### src/rtl/shift_reg_pkg.sv
// Shared types and constants for the shift_reg_deser deserialiser.
package shift_reg_pkg;

    typedef enum logic {
        OUT_EMPTY = 1'b0,
        OUT_FULL  = 1'b1
    } out_state_t;

    localparam logic MODE_LSB_FIRST = 1'b0;
    localparam logic MODE_MSB_FIRST = 1'b1;

endpackage

### src/rtl/shift_reg_lane_ctr.sv
// Modulo-size lane counter with enable; wrap marks the accepting edge that completes a word.
module shift_reg_lane_ctr #(
    parameter int size = 8
) (
    input  logic                     clk,
    input  logic                     reset,
    input  logic                     en,
    output logic [$clog2(size)-1:0]  count,
    output logic                     wrap
);
    localparam int CW = $clog2(size);

    logic [CW-1:0] count_q, count_d;

    always_comb begin
        wrap    = en && (count_q == CW'(size - 1));
        count_d = count_q;
        if (wrap)
            count_d = '0;
        else if (en)
            count_d = count_q + 1'b1;
    end

    always_ff @(posedge clk) begin
        if (reset)
            count_q <= '0;
        else
            count_q <= count_d;
    end

    assign count = count_q;

endmodule

### src/rtl/shift_reg_deser.sv
// Serial-to-parallel deserialiser: size lanes of lane bits into one word, valid/ready holding register.
// Optional even-parity output dout_parity when SHIFT_REG_DESER_PARITY_EN is defined.
module shift_reg_deser
    import shift_reg_pkg::*;
#(
    parameter int size = 8,
    parameter int lane = 1
) (
    input  logic                     clk,
    input  logic                     reset,
    input  logic [lane-1:0]          datain,
    input  logic                     din_valid,
    input  logic                     msb_first,
    output logic [size*lane-1:0]     dataout,
    output logic                     dout_valid,
    input  logic                     dout_ready,
    output logic                     overrun,
    output logic [$clog2(size)-1:0]  count
`ifdef SHIFT_REG_DESER_PARITY_EN
    ,
    output logic                     dout_parity
`endif
);
    localparam int W = size * lane;

    logic         wrap;
    logic         mode_q, mode_d;
    logic         eff_msb;
    logic [W-1:0] sr_q, sr_d;
    logic [W-1:0] shifted;
    logic [W-1:0] dout_q, dout_d;
    logic         ovr_q, ovr_d;
    logic         load;
    out_state_t   state_q, state_d;

    shift_reg_lane_ctr #(.size(size)) u_ctr (
        .clk   (clk),
        .reset (reset),
        .en    (din_valid),
        .count (count),
        .wrap  (wrap)
    );

    // The first lane of a word uses msb_first directly; later lanes use the latched mode.
    always_comb begin
        eff_msb = (count == '0) ? msb_first : mode_q;
        mode_d  = mode_q;
        if (din_valid && count == '0)
            mode_d = msb_first;

        if (eff_msb == MODE_MSB_FIRST)
            shifted = {sr_q[W-lane-1:0], datain};
        else
            shifted = {datain, sr_q[W-1:lane]};

        sr_d = sr_q;
        if (din_valid)
            sr_d = wrap ? '0 : shifted;
    end

    always_comb begin
        state_d = state_q;
        load    = 1'b0;
        ovr_d   = 1'b0;
        case (state_q)
            OUT_EMPTY: begin
                if (wrap) begin
                    state_d = OUT_FULL;
                    load    = 1'b1;
                end
            end
            OUT_FULL: begin
                if (wrap && dout_ready)
                    load = 1'b1;
                else if (wrap)
                    ovr_d = 1'b1;
                else if (dout_ready)
                    state_d = OUT_EMPTY;
            end
            default: state_d = OUT_EMPTY;
        endcase
        dout_d = load ? shifted : dout_q;
    end

    always_ff @(posedge clk) begin
        if (reset) begin
            mode_q  <= MODE_MSB_FIRST;
            sr_q    <= '0;
            dout_q  <= '0;
            ovr_q   <= 1'b0;
            state_q <= OUT_EMPTY;
        end else begin
            mode_q  <= mode_d;
            sr_q    <= sr_d;
            dout_q  <= dout_d;
            ovr_q   <= ovr_d;
            state_q <= state_d;
        end
    end

    assign dataout    = dout_q;
    assign dout_valid = (state_q == OUT_FULL);
    assign overrun    = ovr_q;

`ifdef SHIFT_REG_DESER_PARITY_EN
    logic par_q, par_d;

    always_comb begin
        par_d = load ? ^shifted : par_q;
    end

    always_ff @(posedge clk) begin
        if (reset)
            par_q <= 1'b0;
        else
            par_q <= par_d;
    end

    assign dout_parity = par_q;
`endif

endmodule

### config.mk
export PLATFORM = sky130hd
export DESIGN_NAME = shift_reg_deser
export DESIGN_NICKNAME = d
export VERILOG_FILES = /design/src/rtl/shift_reg_pkg.sv /design/src/rtl/shift_reg_lane_ctr.sv /design/src/rtl/shift_reg_deser.sv
export SDC_FILE = /design/constraint.sdc
export NUM_CORES = 1
export LEC_CHECK = 0
export ABC_AREA = 1
export CORE_UTILIZATION = 55
export CTS_CLUSTER_SIZE = 16
export DETAILED_ROUTE_END_ITERATION = 6
export PLACE_DENSITY = 0.82
export SYNTH_ARGS = -nofsm -noshare
export SYNTH_HDL_FRONTEND = slang
export SYNTH_HIERARCHICAL = 1
export SYNTH_SLANG_ARGS = --single-unit
### constraint.sdc
create_clock -name clk -period 3.8 [get_ports clk]
set_input_delay 0.76 -clock clk [delete_from_list [all_inputs] [get_ports clk]]
set_output_delay 0.76 -clock clk [all_outputs]
set_load 0.005 [all_outputs]
---- After elaboration in Yosys (flattened, before gate mapping) ----
Index checks and enable logic that the tools add are counted.
operators by class
  $add $sub $neg .......................... 1
  equality and inequality tests ........... 1
  multiplexer cells ....................... 10
  bitwise gates (word level) .............. 1
  reduce and logical (&&, ||, !) cells .... 6
operators by type and width
  kind                                                           count
  8-bit two-way mux                                              2
  1-bit two-way mux                                              6
  1-bit one-hot mux with 2 select lines                          2
  3-bit by 1-bit adder with 3-bit output, second input constant  1
  3-bit equality test, second input constant                     1
  1-bit logical AND                                              3
  3-bit zero test                                                1
  3-bit OR reduction                                             1
  2-bit OR reduction                                             1
  1-bit inverter                                                 1
storage, ports and cells
  flip-flop bits (word level) ............. 22
  bits of input ports ..................... 6
  output and inout port bits .............. 13
  word-level logic and storage cells ...... 25

---- Logic depth before layout (Yosys ltp) ----
  word-level depth ........................ 5
  mapped depth ............................ 11
  mapped depth without buffers ............ 10

---- By module ----
Netlist, hierarchy kept.
modules (own cells, without submodules)
  module              times used  cells each  area each (µm²)  seq. area each (µm²)
  shift_reg_deser     1           140         967.2            380.4
  shift_reg_lane_ctr  1           21          152.6            60.1

---- Least setup slack after synthesis ----
OpenSTA, ideal clock, no wires.
  path type ............................... input port to flip-flop
  start ................................... input din_valid
  end ..................................... register sr_q[0]
  library setup time ...................... 70 ps
  data arrival time ....................... 1415 ps
  data required time ...................... 3730 ps
  path slack .............................. 2314 ps
  stages on the path ...................... 5
  buffers on the path ..................... 0
  cell sequence ........................... nand2_1 inv_1 nor2_1 nand3_1 a21oi_1
between the ends
  word-level cells in the longest chain between the ends .. 2
ends and longest elaborated chain
  element               line                      source
  start, declared       shift_reg_deser.sv:12     input logic din_valid,
  1-bit logical AND     shift_reg_lane_ctr.sv:16  wrap = en && (count_q == CW'(size - 1));
  named net wrap        shift_reg_deser.sv:26     logic wrap;
  8-bit two-way mux     shift_reg_deser.sv:58     sr_d = wrap ? '0 : shifted;
  end signal, assigned  shift_reg_deser.sv:94     sr_q <= sr_d;
  end, declared         shift_reg_deser.sv:29     logic [W-1:0] sr_q, sr_d;
The timed path passes the listed nets, and every way through them passes these cells.
A chain may end at the register's enable or synchronous reset.

---- Worst setup path in the final report ----
  start ................................... input din_valid
  end ..................................... register sr_q[1]
between the ends
  word-level cells in the longest chain between the ends .. 2
ends and longest elaborated chain
  element            line
  1-bit logical AND  shift_reg_lane_ctr.sv:16
  8-bit two-way mux  shift_reg_deser.sv:58
Parallel ways exist; a longest one is shown, timed or not.

==> impl_metrics.tcl <==
set metrics [dict create \
    drt-total-wl_mm 2.25 \
    worstMarginPinSlew_ps 732 \
    clk_pin_slew_worst_paths_ps 120 \
    syn_inst 161 \
    cts_buffers 3 \
    pwr-share-clk 0.236 \
    htreeDepth 1 \
    reg2reg_slack_ps 2010 \
    grt_max_degree 21 \
    timing.hold.ws_ps 480 \
    synth.distinct_cells 20 \
    setup_slack_ps 1650 \
    rsz0062_at_grt "no" \
    crit_fanout 11 \
    synthesis.nets 169 \
    fp-row-count 15 \
    netSwitchingFraction 0.301 \
    leakage_nw 0.635 \
    area_growth_pct 19.1 \
    startpoint_type "input port" \
    clock_latency_ps 310 \
    hold_depth 2 \
    gr-usage-met2 0.433 \
    ant_nets 0 \
    critPathRequiredTime_ps 4030 \
    p_int_mw 0.313 \
    drt_pass1_iterations 4 \
    syn-cell-area_mm2 0.00112 \
    timing.rr.start "u_ctr/count[0]" \
    num_io_pins 19 \
    synth_area_leaders "dfxtp_1 (39%), nand2_1 (14%), inv_1 (8.7%)" \
    use_met1 0.262 \
    hp-start "sr_q[2]" \
    pwr-share-seq 0.552 \
    routedWlPerCell_um 11.1 \
    drt-vias-per-instance 5.12 \
    reg2reg_depth 7 \
    cts.sinks 22 \
    pwr-share-comb 0.213 \
    core_area_mm2 0.00182 \
    clockBufferDepth 2 \
    place.gp.congestion 0.823 \
    grt-busiest-layer "met2" \
    root_buffer "clkbuf_4" \
    slew_headroom 0.511 \
    grt_usage 0.237 \
    yosys_register_bits 22 \
    drtIter0Drc 9 \
    peakVddDrop_v 0.000233 \
    synth_top_area_share 0.393 \
    drv_cap 0 \
    post_cts_buffers 0 \
    hold_viol 0 \
    p_per_area_mw_per_mm2 336 \
    holdPathEnd "sr_q[2]" \
    vias 1039 \
    p_switching_mw 0.135 \
    setup_violations 0 \
    grt-ovfl-total 0 \
    grtUsageMet3 0.0731 \
    arrival_ps 2380 \
    pre_cts_ws_ps 1380 \
    cts_tree "built" \
    num-nets-final 188 \
    cp-end-kind "flop" \
    antenna_cells 0 \
    fin_tns_setup_ps 0 \
    yosysTopAreaCell "dfxtp_1" \
    dp_hpwl_mm 1.63 \
    synth_area_per_cell_um2 6.96 \
    hp-class "reg -> reg" \
    place_area_mm2 0.00131 \
    hold_buffers 0 \
    yosys_warnings 6 \
    outcome "finished clean" \
    start_util 0.615 \
    stdcell_area_mm2 0.00133 \
    grt_pass1_vias 927 \
    clock.fmax_mhz 466 \
    final_cells 203 \
    slew_violations 0 \
    dieArea_mm2 0.00222 \
    finClkSkew_ps 7.97 \
    period_minus_slack_ps 2150 \
    critical_path_class "in -> reg" \
    port_buffers 18 \
    antenna_found_initial 0 \
    post-route-drc-count 0 \
    dp_cells 200 \
    yosysSeqAreaShare 0.393 \
    final.period_utilization 0.565 \
    drive_gt1_frac 0.118 \
    grt_first_pass_wirelength_mm 3.68 \
    die_width_um 47.1 \
    rr_endpoint "sr_q[1]" \
    fill_cells 161 \
    die_y_um 47.1 \
    postCtsResizedCells 0 \
]
## per-layer routing
layer | wire length (µm) | vias to the layer above
met5 | 0 | -
met4 | 26 | 0
met3 | 140 | 4
met2 | 1150 | 25
met1 | 939 | 478
li1 | - | 532
## power by group through the flow
stage	Sequential, mW	Combinational, mW	Clock (mW)
final	0.247	0.0953	0.106
after detailed placement	0.252	0.0936	0
after global routing	0.249	0.107	0.114
after global placement	0.252	0.0913	0
after CTS	0.247	0.0949	0.107
after floorplan	0.251	0.0704	0
## state kept, by name, indices dropped and copies added, names as in the netlist
name         count
mode_q           1
u_ctr/count      3
overrun          1
dataout          8
sr_q             8
dout_valid       1
## placed cells by master (no fill, tap or decap), types with 2 or more instances in the layout
| cell | netlist | routed |
|---|---|---|
| nand2_2 | 3 | 3 |
| nand3_1 | 16 | 16 |
| inv_2 | 2 | 2 |
| nand3_2 | 9 | 9 |
| nor2_1 | 17 | 17 |
| inv_1 | 26 | 26 |
| clkbuf_4 | 0 | 3 |
| clkdlybuf4s50_1 | 0 | 18 |
| ha_1 | 2 | 2 |
| a21oi_1 | 12 | 12 |
| dfxtp_1 | 22 | 22 |
| nand2_1 | 42 | 42 |
## synth_stat cells (all sizes together)
master  count
inv        28
a21oi      12
buf         3
o211ai      1
ha          2
nand2      46
dfxtp      22
clkbuf      1
nor3        1
nand3      26
nor2       19
## final cells by class
type,count,area (µm²),share of cell area
multi-input combinational,107,554,0.416
tap,25,31.3,0.0235
sequential,22,440,0.330
timing repair buffer,18,180,0.135
clock buffer,3,22.5,0.0169
inverter,28,105,0.0788
## logic make-up (layout without fill, tap and decap cells)
family / Yosys count / count (layout) / synth area share
AOI/OAI and AO/OA: 13 / 13 / 0.0603
adders and majority gates: 2 / 2 / 0.0223
buffers and inverters: 32 / 49 / 0.112
DFF: 22 / 22 / 0.393
and+or+nand+nor: 92 / 92 / 0.412
## worst max-delay path, stage by stage
cell	delay, ps
clkdlybuf4s50_1	580
inv_1	230
nor2_1	490
nand3_1	160
a21oi_1	160
## worst max-delay path by stage
stage / from / end / slack [ps] / cells after the start
after floorplan: din_valid / sr_q[0] / 2310 / 5
after global placement: din_valid / sr_q[2] / 1480 / 5
after detailed placement: din_valid / sr_q[0] / 1380 / 5
after CTS: din_valid / sr_q[0] / 1690 / 5
after global routing: din_valid / sr_q[1] / 1520 / 5
final: din_valid / sr_q[1] / 1650 / 5
## per-stage QoR
step,total power [mW],utilization
2_1_floorplan,0.322,-
3_3_place_gp,0.343,0.720
3_5_place_dp,0.346,0.720
4_1_cts,0.449,0.733
5_1_grt,0.469,0.733
6_report,0.448,0.733
Note: power is estimated with default switching activity, not from simulation.
